File: src/rtl/reg_file_dump_reader_pkg.sv
// ----------------------------------------------------------------------------
// reg_file_dump_reader_pkg
// Shared widths, types and FSM state encodings for the register-file dump
// reader.
//   DUMP_XLEN    : width of one register / one dump beat
//   DUMP_ADDR_W  : register index width (x0..x31)
//   S_*          : FSM state encodings (2-bit)
// ----------------------------------------------------------------------------
package reg_file_dump_reader_pkg;

    localparam int DUMP_XLEN   = 32;
    localparam int DUMP_ADDR_W = 5;

    typedef logic [DUMP_ADDR_W-1:0] reg_addr_t;
    typedef logic [DUMP_XLEN-1:0]   word_t;

    localparam logic [1:0] S_IDLE  = 2'd0;
    localparam logic [1:0] S_FETCH = 2'd1;
    localparam logic [1:0] S_SEND  = 2'd2;
    localparam logic [1:0] S_DONE  = 2'd3;

endpackage

File: src/rtl/reg_file_dump_reader.sv
// ----------------------------------------------------------------------------
// reg_file_dump_reader
// Walks a register-file address range on a start pulse, reading each register
// through one read port and streaming {addr, data} beats on a valid/ready
// interface. Used for debug dumps, end-of-test scoreboarding and checkpoints.
//
// Ports
//   clk, rst_n             clock, async active-low reset
//   start, abort           one-cycle request / synchronous cancel
//   first_addr, last_addr  inclusive range, captured on an accepted start
//   rd_addr, rd_data       register-file read port (combinational read)
//   busy                   read port borrowed (FETCH/SEND)
//   dump_valid/ready       beat handshake
//   dump_addr, dump_data   current beat
//   done                   one-cycle pulse after the last beat is accepted
//   err                    one-cycle pulse on a rejected start (first > last)
//
// State table
//   state  | meaning
//   IDLE   | waiting for start; read port released
//   FETCH  | drive rd_addr=ptr, capture rd_data into the beat buffer
//   SEND   | beat valid, held until accepted
//   DONE   | done pulse, back to IDLE
// ----------------------------------------------------------------------------
module reg_file_dump_reader
    import reg_file_dump_reader_pkg::*;
#(
    parameter int XLEN   = DUMP_XLEN,
    parameter int ADDR_W = DUMP_ADDR_W
) (
    input  logic              clk,
    input  logic              rst_n,
    input  logic              start,
    input  logic              abort,
    input  logic [ADDR_W-1:0] first_addr,
    input  logic [ADDR_W-1:0] last_addr,
    output logic [ADDR_W-1:0] rd_addr,
    input  logic [XLEN-1:0]   rd_data,
    output logic              busy,
    output logic              dump_valid,
    input  logic              dump_ready,
    output logic [ADDR_W-1:0] dump_addr,
    output logic [XLEN-1:0]   dump_data,
    output logic              done,
    output logic              err
);

    logic [1:0]        state;
    logic [1:0]        state_nxt;
    logic [ADDR_W-1:0] ptr;
    logic [ADDR_W-1:0] last;

    logic start_ok;
    logic start_bad;
    logic beat_taken;
    logic at_last;

    assign start_ok   = (state == S_IDLE) && start && (first_addr <= last_addr);
    assign start_bad  = (state == S_IDLE) && start && (first_addr >  last_addr);
    // abort wins over a same-cycle handshake, so it masks the advance
    assign beat_taken = (state == S_SEND) && dump_ready && !abort;
    assign at_last    = (ptr == last);

    always_comb begin
        state_nxt = state;
        case (state)
            S_IDLE: begin
                if (start_ok) state_nxt = S_FETCH;
            end
            S_FETCH: begin
                state_nxt = abort ? S_IDLE : S_SEND;
            end
            S_SEND: begin
                if (abort)
                    state_nxt = S_IDLE;
                else if (dump_ready)
                    state_nxt = at_last ? S_DONE : S_FETCH;
            end
            S_DONE: begin
                state_nxt = S_IDLE;
            end
            default: begin
                state_nxt = S_IDLE;
            end
        endcase
    end

    always_ff @(posedge clk or negedge rst_n) begin
        if (!rst_n) begin
            state     <= S_IDLE;
            ptr       <= '0;
            last      <= '0;
            dump_addr <= '0;
            dump_data <= '0;
            err       <= 1'b0;
        end else begin
            state <= state_nxt;
            err   <= start_bad;

            if (start_ok) begin
                ptr  <= first_addr;
                last <= last_addr;
            end

            // Snapshot: the beat keeps what the register held in its FETCH cycle
            if ((state == S_FETCH) && !abort) begin
                dump_addr <= ptr;
                dump_data <= rd_data;
            end

            // Never increments at the last address, so a range ending at 31
            // cannot wrap back to 0
            if (beat_taken && !at_last)
                ptr <= ptr + 1'b1;
        end
    end

    assign rd_addr    = (state == S_FETCH) ? ptr : '0;
    assign busy       = (state == S_FETCH) || (state == S_SEND);
    assign dump_valid = (state == S_SEND);
    assign done       = (state == S_DONE);

endmodule
File: config.mk
export PLATFORM = sky130hd
export DESIGN_NAME = reg_file_dump_reader
export DESIGN_NICKNAME = d
export VERILOG_FILES = /design/src/rtl/reg_file_dump_reader_pkg.sv /design/src/rtl/reg_file_dump_reader.sv
export SDC_FILE = /design/constraint.sdc
export NUM_CORES = 1
export LEC_CHECK = 0
export CORE_ASPECT_RATIO = 1.1
export CORE_MARGIN = 2
export CORE_UTILIZATION = 39
export CTS_CLUSTER_DIAMETER = 40
export DETAILED_ROUTE_END_ITERATION = 10
export PLACE_DENSITY_LB_ADDON = 0.1
export SYNTH_ARGS = -nofsm -noshare
export SYNTH_HDL_FRONTEND = slang
export SYNTH_SLANG_ARGS = --single-unit
File: constraint.sdc
create_clock -name clk -period 1.66 [get_ports clk]
set_input_delay 0.498 -clock clk [delete_from_list [all_inputs] [get_ports clk]]
set_output_delay 0.498 -clock clk [all_outputs]
set_load 0.1 [all_outputs]
==> results summary <==
The hold buffer count at CTS is 0. The effective utilization at floorplan is 40.05%. The worst setup path category is reg2out. The sum of negative setup slack came out at -2.379 ns. The transition time at the pin with the least slew margin is 0.3743 ns.

The cell sitting at the root of the clock tree is a sky130_fd_sc_hd__clkbuf_8. The total vias in the final route is 1986. The longest clock path from root to sink contains 2 buffers. Across the whole layout, storage elements account for 1252 sq um. The number of fill cells is 338. The number of routed nets with antenna violations came out at 0.

The mean area per synthesized cell came out at 13.12 sq um. The final number of setup-violating endpoints is 16. The kind of start point of the critical path is a register. Static timing analysis puts the maximum clock frequency at 535.7 MHz. The tool flagged a number of max-cap violations equal to 0.

In the routed design, unresolved DRC markers number 0. Across all setup checks in the final design, the least slack found is -0.2066 ns. The most used flip-flop cell after synthesis is sky130_fd_sc_hd__dfrtp_1.

The global-route wire length before repair came out at 10810 microns. The TritonCTS clock tree is done. The total wire length is 6758 microns. In this run the cell area of the synthesized design comes to 2296 sq um.

The count of inserted antenna diode cells came out at 0. The number of buffers added by the clock tree synthesis step is 5. In the layout the commonest cells are sky130_fd_sc_hd__dfrtp_1 (49), sky130_fd_sc_hd__buf_12 (48), sky130_fd_sc_hd__buf_4 (43). Along the worst path, the maximum fanout reaches 6. Setup repair after global routing could not meet its margin everywhere.

The layout-stage area growth over the synthesis result came out at 102.2%. The final layout contains 384 nets. The async set-or-reset flop fraction in the synthesized netlist came out at 100.0%. Input and output buffers added on the ports amount to 92. The insertion delay to the later sink of the worst-skew pair came out at 0.30 ns.

The width of the die came out at 77.16 microns. The final HPWL from detailed placement came out at 4315 microns. The warning count from the yosys run is 0.

The maximum number of pins on one net before global-route repair came out at 51. The placeable core area came out at 5733 sq um. The checks that failed: setup timing. The number of antenna violations at the first check in global routing is 0. The post-placement cell area came out at 4076 sq um. STA classifies the critical path endpoint as an output pin. The most common library cell in the layout ignoring fill and taps is sky130_fd_sc_hd__dfrtp_1. The number of hold violations in the final report came out at 0. Counting I/O delays and the setup requirement, the final critical path takes 1.867 ns. The die height is 84.47 microns. The final cell utilization of the core is 80.99%. The number of enable flip-flop cells after synthesis came out at 0. The number of detailed-routing iterations run before antenna repair came out at 4. The endpoint arrival time on the critical path is 1.37 ns. The multi-input combinational cell area came out at 1230 sq um. The sequential share of the synthesized area is 54.50%. The final design area excluding fillers is 4643 sq um. The initial detailed-routing violation count came out at 98.

The max-slew violation count came out at 0. The area of the die is 6517 sq um. Synthesis inferred 50 register bits.

The total routing resource utilization after global routing came out at 21.14%. The per-cell routed wire length came out at 16.73 microns. The count of boundary I/O pins came out at 93. The total overflow left after global routing is 0. The number of clock sinks is 50. The number of rows in the core area is 29. The fraction of final layout cells sized beyond drive strength 1 is 65.14%. The post-synthesis cell count is 175. The H-tree depth is 2.

In the routed layout, each cell is associated on average with a via count of 4.916. The min-delay analysis places its worst path in the category in2async. Clock skew on the completed layout was measured at 0.004589 ns.

The count of cells along the worst register-to-register path is 7. The worst hold slack is 0.1843 ns. The number of nets produced by synthesis came out at 233. The run finished, with violations left. The count of unique library cells instantiated by Yosys came out at 36. The clock-pin transition on the worst setup and hold timing paths is 0.09 ns.

The final weighted congestion of routability-driven global placement came out at 0.7101. The worst slew margin relative to its limit is 74.87%. The portion of the clock cycle consumed by the worst path in the final layout is 112.4%. The via count of the first global-routing pass was 2157. The required time reported for the critical path endpoint is 1.16 ns.
==> area by class of cell <==
type / count / share of cell area [%]
sequential: 50 / 26.97
multi-input combinational: 109 / 26.49
clock buffer: 6 / 1.563
clock inverter: 2 / 0.8084
tap: 77 / 2.075
inverter: 10 / 1.293
timing repair buffer: 150 / 40.80
==> final timing paths <==
check | endpoint | slack, ns | startpoint
min | dump_data[13] | 0.18 | rst_n
max in group asynchronous | state[1] | 1.24 | rst_n
min in group clk | last[4] | 0.45 | last_addr[4]
min reg2reg | last[1] | 0.53 | last[1]
max | rd_addr[3] | -0.21 | state[1]
max reg2reg | ptr[3] | -0.17 | state[0]
==> metal layers <==
layer | up-vias | global-route usage (%) | wire, microns
li1 | 916 | - | -
met1 | 998 | 24.07 | 2543
met2 | 61 | 39.13 | 3825
met3 | 11 | 3.978 | 278
met4 | 0 | 7.792 | 109
met5 | - | 0 | 0
==> cell families (layout without fill, tap and decap cells) <==
group                    count (synthesis)  count (layout)  synth area share [%]
flip-flops                              50              50                 54.50
multiplexers                            42              42                 20.71
AND/OR/NAND/NOR                         31              31                 7.302
AO/OA/AOI/OAI                           20              20                 6.430
buffers and inverters                   16             168                 3.161
adder cells (fa/ha/maj)                 11              11                 5.994
XOR/XNOR                                 5               5                 1.908
==> timing repair <==
action / 4_1_cts / 5_1_grt
resized for setup: 86 / 20
pin swaps: 16 / 19
setup endpoints to repair: 58 / 20
setup buffers: 25 / 7
==> worst max-delay path: stages, from the launching register on <==
cell and delay [ns]:
sky130_fd_sc_hd__dfrtp_2 0.47, sky130_fd_sc_hd__inv_4 0.10, sky130_fd_sc_hd__ha_4 0.17, sky130_fd_sc_hd__and2_4 0.16, sky130_fd_sc_hd__buf_12 0.16
==> synth_stat cells, types with 2 or more instances <==
| cell type | count | area share (%) |
|---|---|---|
| sky130_fd_sc_hd__dfrtp_1 | 50 | 54 |
| sky130_fd_sc_hd__mux2_2 | 39 | 19 |
| sky130_fd_sc_hd__nand2_1 | 12 | 2.0 |
| sky130_fd_sc_hd__ha_1 | 11 | 6.0 |
| sky130_fd_sc_hd__inv_1 | 10 | 1.6 |
| sky130_fd_sc_hd__o21ai_0 | 5 | 1.1 |
| sky130_fd_sc_hd__a21oi_1 | 4 | 0.87 |
| sky130_fd_sc_hd__and2_1 | 4 | 1.1 |
| sky130_fd_sc_hd__buf_2 | 4 | 0.87 |
| sky130_fd_sc_hd__a211oi_1 | 3 | 0.98 |
| sky130_fd_sc_hd__nand3_1 | 3 | 0.65 |
| sky130_fd_sc_hd__xor2_1 | 3 | 1.1 |
| sky130_fd_sc_hd__nand4_1 | 2 | 0.54 |
| sky130_fd_sc_hd__o221a_2 | 2 | 0.98 |
| sky130_fd_sc_hd__xnor2_1 | 2 | 0.76 |
==> registers in the layout, summed over array words and instances (netlist names) <==
signal,cells
dump_addr,5
err,1
last,5
ptr,5
state,2
dump_data,32
==> metrics by stage <==
stage | instances | setup WS, ns
after floorplan | 175 | -0.3617
after global placement | 367 | -0.9805
after detailed placement | 367 | -1.062
after CTS | 399 | -0.2095
after global routing | 404 | -0.2524
final | 404 | -0.2066
Power is not shown: default switching activity piles up to over one toggle a cycle in this logic, so the estimate is an artifact.
